`src/rtl/onehot_accumulator.sv`:
```
// onehot_accumulator
//
// Collects a packet of index beats and ORs the one-hot decode of every index
// into a vector. When the beat flagged in_last is accepted, the packet is
// held on the output side until downstream takes it. Then the block clears
// and returns to collecting.
//
// Ports
//   clk         rising-edge clock
//   rst_n       asynchronous active-low reset
//   in_valid    index beat offered
//   in_ready    block accepts index beat (high while collecting)
//   in_index    bit position to set, IDX_W bits
//   in_last     beat closes the current packet
//   out_valid   assembled vector available (high while holding)
//   out_ready   downstream consumes the vector
//   out_vector  OR of the one-hot decodes of the packet's indices, 2**IDX_W bits
//   out_count   number of distinct indices in the packet, IDX_W+1 bits
//   out_dup     packet contained at least one repeated index
//
// state      | meaning
// -----------+---------------------------------------------------------
// ST_COLLECT | accepting beats and accumulating into acc/count/dup
// ST_HOLD    | packet complete; outputs frozen until out_ready

module onehot_accumulator #(
    parameter int IDX_W = 3
) (
    input  logic                  clk,
    input  logic                  rst_n,
    input  logic                  in_valid,
    output logic                  in_ready,
    input  logic [IDX_W-1:0]      in_index,
    input  logic                  in_last,
    output logic                  out_valid,
    input  logic                  out_ready,
    output logic [(2**IDX_W)-1:0] out_vector,
    output logic [IDX_W:0]        out_count,
    output logic                  out_dup
);

    localparam int VEC_W = 2**IDX_W;

    localparam logic [0:0] ST_COLLECT = 1'b0;
    localparam logic [0:0] ST_HOLD    = 1'b1;

    logic [0:0]       state_q, state_d;
    logic [VEC_W-1:0] acc_q, acc_d;
    logic [IDX_W:0]   count_q, count_d;
    logic             dup_q, dup_d;

    logic [VEC_W-1:0] bit_mask;
    logic             accept;

    always_comb begin
        bit_mask           = '0;
        bit_mask[in_index] = 1'b1;
    end

    assign accept = in_valid && (state_q == ST_COLLECT);

    always_comb begin
        state_d = state_q;
        acc_d   = acc_q;
        count_d = count_q;
        dup_d   = dup_q;
        if (accept) begin
            acc_d = acc_q | bit_mask;
            // A repeat leaves the distinct count alone. This is also why
            // the count tops out at VEC_W and can never wrap.
            if ((acc_q & bit_mask) != '0) begin
                dup_d = 1'b1;
            end else begin
                count_d = count_q + 1'b1;
            end
            if (in_last) begin
                state_d = ST_HOLD;
            end
        end else if ((state_q == ST_HOLD) && out_ready) begin
            state_d = ST_COLLECT;
            acc_d   = '0;
            count_d = '0;
            dup_d   = 1'b0;
        end
    end

    always_ff @(posedge clk or negedge rst_n) begin
        if (!rst_n) begin
            state_q <= ST_COLLECT;
            acc_q   <= '0;
            count_q <= '0;
            dup_q   <= 1'b0;
        end else begin
            state_q <= state_d;
            acc_q   <= acc_d;
            count_q <= count_d;
            dup_q   <= dup_d;
        end
    end

    // Handshake flags decode the registered state only, so there is no
    // combinational path from in_valid/out_ready to either flag.
    assign in_ready   = (state_q == ST_COLLECT);
    assign out_valid  = (state_q == ST_HOLD);
    assign out_vector = acc_q;
    assign out_count  = count_q;
    assign out_dup    = dup_q;

endmodule

```
`config.mk`:
```
export PLATFORM = sky130hd
export DESIGN_NAME = onehot_accumulator
export DESIGN_NICKNAME = d
export VERILOG_FILES = /design/src/rtl/onehot_accumulator.sv
export SDC_FILE = /design/constraint.sdc
export NUM_CORES = 1
export LEC_CHECK = 0
export ABC_CLOCK_PERIOD_IN_PS = 3800
export CORE_AREA = 4 4 53 55
export DETAILED_ROUTE_END_ITERATION = 10
export DIE_AREA = 0 0 57 59
export GPL_TIMING_DRIVEN = 0
export PLACE_DENSITY = 0.57
export SETUP_SLACK_MARGIN = 0.5
export SYNTH_ARGS = -nofsm -noshare
export SYNTH_HDL_FRONTEND = slang
export SYNTH_SLANG_ARGS = --single-unit
```
`constraint.sdc`:
```
create_clock -name clk -period 3.8 [get_ports clk]
set_input_delay 0.76 -clock clk [delete_from_list [all_inputs] [get_ports clk]]
set_output_delay 0.76 -clock clk [all_outputs]
set_load 0.005 [all_outputs]
```
==> results of run 1 <==
## cell type report
| cell class | count | area, sq um |
|---|---|---|
| plain buffers | 2 | 15.0 |
| clock buffers | 3 | 22.5 |
| fillers | 266 | 1440 |
| inverters | 5 | 18.8 |
| multi-input cells | 41 | 290 |
| flip-flops and latches | 14 | 350 |
| well taps | 30 | 37.5 |
| repair buffers | 21 | 210 |
## Yosys cell counts (all sizes together), types with 2 or more instances
| cell type | count |
|---|---|
| dfrtp | 14 |
| nand2 | 11 |
| mux2i | 6 |
| inv | 5 |
| a32o | 4 |
| o31ai | 4 |
| o21ai | 3 |
| nand3 | 2 |
## sequential cells by signal, summed over array words and instances (netlist names)
register,count
out_count,4
out_valid,1
out_vector,8
out_dup,1
## cell families (layout without fill, tap and decap cells)
group,Yosys count,count (layout),share of synthesized area [%]
AOI/OAI and AO/OA,15,15,16.7
xor gates and xnor gates,1,1,1.30
adders and majority gates,1,1,1.85
buffers and inverters,7,31,5.01
DFF,14,14,51.9
muxes,7,7,12.2
and+or+nand+nor,17,17,10.9
## final timing paths
kind | slack, ns | to | depth (start not counted)
worst max-delay path | 1.66 | out_count[1] | 4
worst min-delay path | 0.51 | out_dup | 2
worst max register to register | 2.34 | out_count[1] | 4
worst min register to register | 0.51 | out_dup | 2
max in group asynchronous | 2.49 | out_vector[7] | 1
min in group asynchronous | 0.88 | out_count[1] | 1
## where the power goes
group | internal [mW] | switching (mW) | total (mW) | leakage (nW)
logic | 0.120 | 0.0678 | 0.188 | 0.234
clock network | 0.0367 | 0.0456 | 0.0823 | 0.0138
registers | 0.190 | 0.0361 | 0.226 | 0.179
total | 0.347 | 0.150 | 0.496 | 0.427
## per-layer routing
metal  global-route usage (%)  part of all wire, %
met1                     13.6                   46
met2                     15.7                   44
met3                     3.05                  7.8
met4                     5.96                  2.2
met5                        0                    0
## worst max-delay path, delay by kind of cell
kind / cells / cell delay [ns]
multiplexers: 1 / 0.59
AO/OA/AOI/OAI: 1 / 0.17
AND/OR/NAND/NOR: 1 / 0.20
buffers and inverters: 1 / 0.59
==> flow_metrics.tcl, run 1 <==
set metrics [dict create \
    outcome "finished, final reports clean" \
    hold_viol_final 0 \
    synth_edf_count 0 \
    clockRootBuffer "clkbuf_4" \
    synth.area.top_cells "dfrtp_1 (52%), mux2i_1 (8.9%), nand2_1 (6.1%)" \
    cp.required_ns 3.98 \
    cts_setup_buffers 0 \
    rr_startpoint "out_vector[3]" \
    tightest_slew_ns 0.665 \
    cp-end-kind "flop" \
    io_buffers 21 \
    max-cap-violations 0 \
    die-area_sq_um 3360 \
    insertion_delay_ns 0.28 \
    arrival_ns 2.32 \
    synth_top_flop_cell "dfrtp_1" \
    vdd_ir_drop_max_mv 0.210 \
    drcViolationCount 0 \
    crit_start "in_index[1]" \
    grtUsageTotal_pct 10.5 \
    synthDistinctLibCells 21 \
    grt_pass1_wl_mm 2.71 \
    cp_slowest_cell "clkdlybuf4s50_1" \
    holdBufCountCts 0 \
    holdWs_ns 0.510 \
    ant_nets 0 \
    ys_ff_latch 14 \
    antenna_found_initial 0 \
    fp.dieW_microns 57 \
    synth_cells 62 \
    drt-pass1-iter-count 4 \
    drive_above_1_share_pct 5.81 \
    wl_per_cell_microns 13.2 \
    p_leak_nw 0.427 \
    num-nets-final 97 \
    finalCriticalPeriod_ns 2.14 \
    dp.cells 113 \
    cpPeakStageDelay_ns 0.59 \
    overflow 0 \
    synthArstFlopShare_pct 100 \
    cts-resized-gates 0 \
    min_from "out_dup" \
    start_kind "input port" \
    layout_common_cells "clkdlybuf4s50_1 (21), dfrtp_1 (14), nand2_1 (11)" \
    fp-row-count 18 \
    maxSlewViolCount 0 \
    clockBufferDepth 2 \
    path_clk_slew_ns 0.08 \
    hpwl_mm 1.20 \
    min_path_type "flop to flop" \
    fin_util_pct 39.6 \
    path_cells "clkdlybuf4s50_1 -> mux4_2 -> and3_1 -> a31o_1" \
    core_sq_um 2390 \
    relSlewSlack_pct 55.6 \
    htreeDepth 1 \
    initial_core_util_pct 28.2 \
    dpl_worst_slack_ns 1.35 \
    synth_top_area_cell "dfrtp_1" \
    cts_buffers 3 \
    ios 23 \
    fp.dieH_microns 59 \
    skew_ns 0.00604 \
    post_dp_cell_area_sq_um 922 \
    final_cells 116 \
    n_antenna_cell 0 \
    power.density_nw_per_um2 525 \
    rsz0062_at_grt "false" \
    synth_top_area_share_pct 51.9 \
    fin_crit_sh_pct 56.3 \
    via_per_inst 4.97 \
    synthesis.nets 71 \
    setup_ws_ns 1.66 \
    num_vias 577 \
    fin_setup_tns_ns 0 \
    grt_pass1_vias 599 \
    critical_path.max_fanout 6 \
    syn_area_per_cell_sq_um 10.9 \
    gp_congestion 0.753 \
    drt_first_iter_violations 11 \
    ys_warn_count 0 \
    cts_tree "done" \
    setup_viol 0 \
    routed_wl_mm 1.53 \
    synth.cell_area_sq_um 674 \
    critPathKind "input port to flop" \
    area_growth_pct 40.1 \
    fin_area_sq_um 945 \
    max_clock_freq_mhz 467 \
    p_total_uw 496 \
    grt_max_degree 15 \
    ys_seq_area_share_pct 51.9 \
    final_common_cell "clkdlybuf4s50_1" \
    clock-sinks 14 \
]
Power figures use the tool's default switching activity.
==> run 2: changes to the inputs <==
--- a/config.mk
+++ b/config.mk
@@ -5,12 +5,12 @@
 export SDC_FILE = /design/constraint.sdc
 export NUM_CORES = 1
 export LEC_CHECK = 0
-export ABC_CLOCK_PERIOD_IN_PS = 3800
+export ABC_CLOCK_PERIOD_IN_PS = 1930
 export CORE_AREA = 4 4 53 55
 export DETAILED_ROUTE_END_ITERATION = 10
 export DIE_AREA = 0 0 57 59
 export GPL_TIMING_DRIVEN = 0
-export PLACE_DENSITY = 0.57
+export PLACE_DENSITY = 0.59
 export SETUP_SLACK_MARGIN = 0.5
 export SYNTH_ARGS = -nofsm -noshare
 export SYNTH_HDL_FRONTEND = slang
==> constraint.sdc (replaced) <==
create_clock -name clk -period 1.93 [get_ports clk]
set_input_delay 0.386 -clock clk [delete_from_list [all_inputs] [get_ports clk]]
set_output_delay 0.386 -clock clk [all_outputs]
set_load 0.005 [all_outputs]
==> run 2 against run 1 <==
Register-to-register slack got worse by 1.9 ns. Combinational power rose by 150%. Routed wire length rose by 4.2%. First-iteration DRC count fell by 9.1%. Clock skew fell by 0.0018 ns. Critical path type is now flop to flop. Critical endpoint unchanged.
==> flow_metrics.tcl, run 2 (synthesis gave the netlist of run 1 again) <==
set metrics [dict create \
    outcome "finished, final reports clean" \
    arrival_ns 1.65 \
    drt-pass1-iter-count 4 \
    clock-sinks 14 \
    drive_above_1_share_pct 26.2 \
    max_clock_freq_mhz 682 \
    finalCriticalPeriod_ns 1.47 \
    dp.cells 113 \
    holdBufCountCts 0 \
    drcViolationCount 0 \
    final_common_cell "buf_4" \
    post_dp_cell_area_sq_um 926 \
    ios 23 \
    fp-row-count 18 \
    antenna_found_initial 0 \
    p_leak_nw 0.562 \
    insertion_delay_ns 0.28 \
    fin_area_sq_um 1060 \
    holdWs_ns 0.452 \
    critical_path.max_fanout 4 \
    grt_pass1_wl_mm 2.69 \
    rsz0062_at_grt "true" \
    area_growth_pct 57.5 \
    fp.dieW_microns 57 \
    relSlewSlack_pct 56.8 \
    gp_congestion 0.755 \
    critPathKind "flop to flop" \
    largest_reg_flops 8 \
    n_antenna_cell 0 \
    fin_util_pct 44.5 \
    hold_viol_final 0 \
    grt_pass1_vias 639 \
    fp.dieH_microns 59 \
    vdd_ir_drop_max_mv 0.454 \
    num_vias 627 \
    htreeDepth 1 \
    start_kind "flop" \
    skew_ns 0.00426 \
    final_cells 133 \
    layout_common_cells "buf_4 (16), dlygate4sd2_1 (15), dfrtp_1 (14)" \
    hpwl_mm 1.16 \
    fin_crit_sh_pct 76.0 \
    ant_nets 0 \
    cp.required_ns 2.11 \
    die-area_sq_um 3360 \
    power.density_nw_per_um2 1020 \
    tightest_slew_ns 0.645 \
    path_clk_slew_ns 0.09 \
    grt_max_degree 15 \
    core_sq_um 2390 \
    min_path_type "input port to flop" \
    cp-end-kind "flop" \
    wl_per_cell_microns 12.0 \
    initial_core_util_pct 28.2 \
    routed_wl_mm 1.59 \
    cts_buffers 3 \
    maxSlewViolCount 0 \
    overflow 0 \
    io_buffers 21 \
    cts_tree "done" \
    drt_first_iter_violations 10 \
    fillerInstances 270 \
    via_per_inst 4.71 \
    grtUsageTotal_pct 10.7 \
    setup_viol 0 \
    max-cap-violations 0 \
    clockBufferDepth 2 \
    num-nets-final 113 \
    clockRootBuffer "clkbuf_4" \
]
## run 2: final cells by class
class	count	area [sq um]	area share, %
plain buffers	2	20.0	1.88
clock buffers	4	36.3	3.42
inverters	5	18.8	1.77
multi-input cells	41	293	27.6
flip-flops and latches	14	350	33.0
well taps	30	37.5	3.53
repair buffers	37	307	28.9
## run 2: where the power goes
part	switching [mW]	internal, mW	total (mW)
sequential	0.0364	0.373	0.409
combinational	0.186	0.275	0.461
clock	0.0997	0.115	0.215
total	0.322	0.762	1.08
## run 2: stage by stage
step | worst slack (ns) | power, mW | TNS (ns)
finish | 0.463 | 1.08 | 0
floorplan | 0.387 | 0.602 | 0
global route | 0.386 | 1.17 | 0
CTS | 0.450 | 1.10 | 0
detailed placement | -0.103 | 0.829 | -0.347
global placement | -0.0956 | 0.822 | -0.297
## run 2: routing by layer
metal | wire length (microns) | vias to the layer above | GRT usage [%]
met3 | 129 | 5 | 3.49
met4 | 56 | 0 | 8.94
met2 | 733 | 18 | 17.3
met1 | 675 | 296 | 11.5
met5 | 0 | - | 0
li1 | - | 308 | -
## run 2: worst paths after layout
kind | to | cells after the start | start | slack, ns
min in group asynchronous | out_count[1] | 1 | rst_n | 0.49
setup reg to reg | out_count[1] | 5 | out_vector[5] | 0.46
hold / removal | out_vector[7] | 3 | in_index[0] | 0.45
setup / recovery | out_count[1] | 5 | out_vector[5] | 0.46
hold reg to reg | out_dup | 2 | out_dup | 0.52
max in group asynchronous | out_valid | 1 | rst_n | 1.02
## run 2: what timing repair did
action | CTS | global route
endpoints found under the setup margin | 20 | 10
pin swaps | 0 | 1
resized for setup | 20 | 5
setup buffers | 15 | 1
## run 2: critical path: stages (launching register included)
cell and delay [ns]:
dfrtp_1 0.36, buf_4 0.11, mux2i_1 0.06, mux4_2 0.50, and3_1 0.17, a31o_1 0.17
==> run 3: changes to the inputs <==
--- a/config.mk
+++ b/config.mk
@@ -5,7 +5,7 @@
 export SDC_FILE = /design/constraint.sdc
 export NUM_CORES = 1
 export LEC_CHECK = 0
-export ABC_CLOCK_PERIOD_IN_PS = 1930
+export ABC_CLOCK_PERIOD_IN_PS = 1300
 export CORE_AREA = 4 4 53 55
 export DETAILED_ROUTE_END_ITERATION = 10
 export DIE_AREA = 0 0 57 59
==> constraint.sdc (replaced) <==
create_clock -name clk -period 1.3 [get_ports clk]
set_input_delay 0.26 -clock clk [delete_from_list [all_inputs] [get_ports clk]]
set_output_delay 0.26 -clock clk [all_outputs]
set_load 0.005 [all_outputs]
==> run 3 against run 2 <==
Largest cell class is now buffers. Cell count is 8.3% higher. Combinational power is 91% higher. Largest power group unchanged. Maximum frequency is 2.4% higher. Non-clock buffer count is 11 higher. The flow now finishes with violations (setup timing).
==> flow_metrics.tcl, run 3 (synthesis gave the netlist of run 1 again) <==
set metrics [dict create \
    layout_common_cells "buf_6 (19), buf_4 (15), dfrtp_1 (14)" \
    final_common_cell "buf_6" \
    initial_core_util_pct 28.2 \
    arrival_ns 1.61 \
    power_frac_clock_pct 17.3 \
    fp.dieW_microns 57 \
    gp_congestion 0.735 \
    critPathKind "flop to flop" \
    power.density_nw_per_um2 1430 \
    min_path_type "input port to asynchronous set/reset pin" \
    start_kind "flop" \
    power_switching_uw 558 \
    hpwl_mm 1.21 \
    insertion_delay_ns 0.28 \
    post_dp_cell_area_sq_um 930 \
    grt.busiest_layer "met2" \
    num_vias 664 \
    antenna_found_initial 0 \
    rsz0062_at_grt "true" \
    clock-sinks 14 \
    grt_pass1_vias 732 \
    cts_buffers 3 \
    relSlewSlack_pct 57.3 \
    path_cells "mux2i_1 -> mux4_2 -> and3_1 -> a31o_1" \
    routed_wl_mm 1.99 \
    overflow 0 \
    htreeDepth 1 \
    skew_ns 0.00134 \
    finalCriticalPeriod_ns 1.43 \
    clockRootBuffer "clkbuf_4" \
    io_buffers 21 \
    grt_util_met1_pct 14.6 \
    ios 23 \
    fin_crit_sh_pct 110 \
    p_comb_share_pct 48.7 \
    num-nets-final 124 \
    tightest_slew_ns 0.641 \
    violations "setup timing" \
    fp-row-count 18 \
    grtUsageMet3_pct 4.36 \
    drt_first_iter_violations 9 \
    drcViolationCount 0 \
    gr-usage-met2_pct 21.2 \
    setup_viol 5 \
    max_clock_freq_mhz 698 \
    cpPeakStageDelay_ns 0.51 \
    internal_power_mw 1.25 \
    ant_nets 0 \
    dpl_worst_slack_ns -0.612 \
    hold_viol_final 0 \
    fp.dieH_microns 59 \
    grtUsageTotal_pct 12.7 \
    cp.required_ns 1.47 \
    via_per_inst 4.61 \
    vdd_ir_drop_max_mv 0.945 \
    p_leak_nw 0.649 \
    cts_tree "done" \
    setup_ws_ns -0.133 \
    clockBufferDepth 2 \
    largest_reg_flops 8 \
    area_growth_pct 88.1 \
    maxSlewViolCount 0 \
    fin_area_sq_um 1270 \
    cp_slowest_cell "mux4_2" \
    p_total_mw 1.81 \
    die-area_sq_um 3360 \
    wl_per_cell_microns 13.8 \
    drive_above_1_share_pct 53.5 \
    sequentialPowerShare_pct 34.0 \
    max-cap-violations 0 \
    drt-pass1-iter-count 4 \
    core_sq_um 2390 \
    critical_path.max_fanout 4 \
    outcome "finished with violations" \
    n_antenna_cell 0 \
    grt_max_degree 15 \
    switching_share_pct 30.9 \
    grt_pass1_wl_mm 3.27 \
    cp-end-kind "flop" \
    path_clk_slew_ns 0.09 \
]
==> run 3: cell types whose count changed in the layout (fill, tap and decap cells not counted), moves of 2 or more <==
cell | before | now
o31ai_2 | 0 | 2
buf_6 | 0 | 19
o21ai_1 | 0 | 2
o21ai_0 | 3 | 1
o31ai_4 | 0 | 2
buf_2 | 0 | 8
o31ai_1 | 4 | 0
nand2_4 | 0 | 3
clkbuf_2 | 2 | 0
nand2_1 | 11 | 6
nand2_2 | 0 | 2
inv_2 | 2 | 0
dlygate4sd2_1 | 15 | 3
==> run 3: timing repair <==
action	in CTS	in global routing
resized for setup	83	24
hold buffers	0	0
pin swaps	8	4
setup buffers	21	5
gates cloned	1	0
endpoints found under the setup margin	43	29
==> run 3: final timing paths <==
path | to | cells past startpoint | from | slack, ns
worst max-delay path | out_count[1] | 4 | out_vector[5] | -0.13
worst min-delay path | out_dup | 1 | rst_n | 0.10
worst max register to register | out_count[1] | 4 | out_vector[5] | -0.13
worst min register to register | out_dup | 2 | out_dup | 0.52
max in group asynchronous | out_vector[6] | 1 | rst_n | 0.79
min in group clk | out_vector[3] | 3 | in_index[0] | 0.30
==> run 3: cell type report <==
class                   instances  area [sq um]
plain buffers                   2          30.0
fillers                       224          1120
multi-input cells              41           370
clock buffers                   4          36.3
repair buffers                 48           423
well taps                      30          37.5
flip-flops and latches         14           350
inverters                       5          21.3
==> run 3: metrics by stage <==
| step | TNS [ns] | hold WS, ns | util (%) | cells |
|---|---|---|---|---|
| after global placement | -3.67 | 0.507 | 38.9 | 113 |
| after floorplan | -0.336 | -0.0356 | - | 62 |
| after global routing | -0.813 | 0.151 | 53.1 | 144 |
| final | -0.513 | 0.105 | 53.1 | 144 |
| after detailed placement | -3.80 | 0.498 | 38.9 | 113 |
| after CTS | -0.302 | 0.124 | 48.3 | 139 |
==> run 3: per-layer routing <==
| metal | vias up | share of wire (%) |
|---|---|---|
| met5 | - | 0 |
| met4 | 0 | 2.0 |
| met3 | 4 | 6.1 |
| met2 | 19 | 48 |
| met1 | 315 | 43 |
| li1 | 326 | - |
==> run 3: power by group through the flow <==
stage | Clock (mW) | Sequential [mW] | Combinational [mW]
after CTS | 0.324 | 0.611 | 0.773
after detailed placement | 0 | 0.674 | 0.562
after global routing | 0.345 | 0.632 | 0.978
after global placement | 0 | 0.671 | 0.552
final | 0.313 | 0.614 | 0.881
after floorplan | 0 | 0.667 | 0.229
==> run 3: worst max-delay path: cells and delay by family (launching register included) <==
kind            cells  cell delay (ns)
flops               1             0.38
simple gates        1             0.17
compound gates      1             0.18
mux                 2             0.60
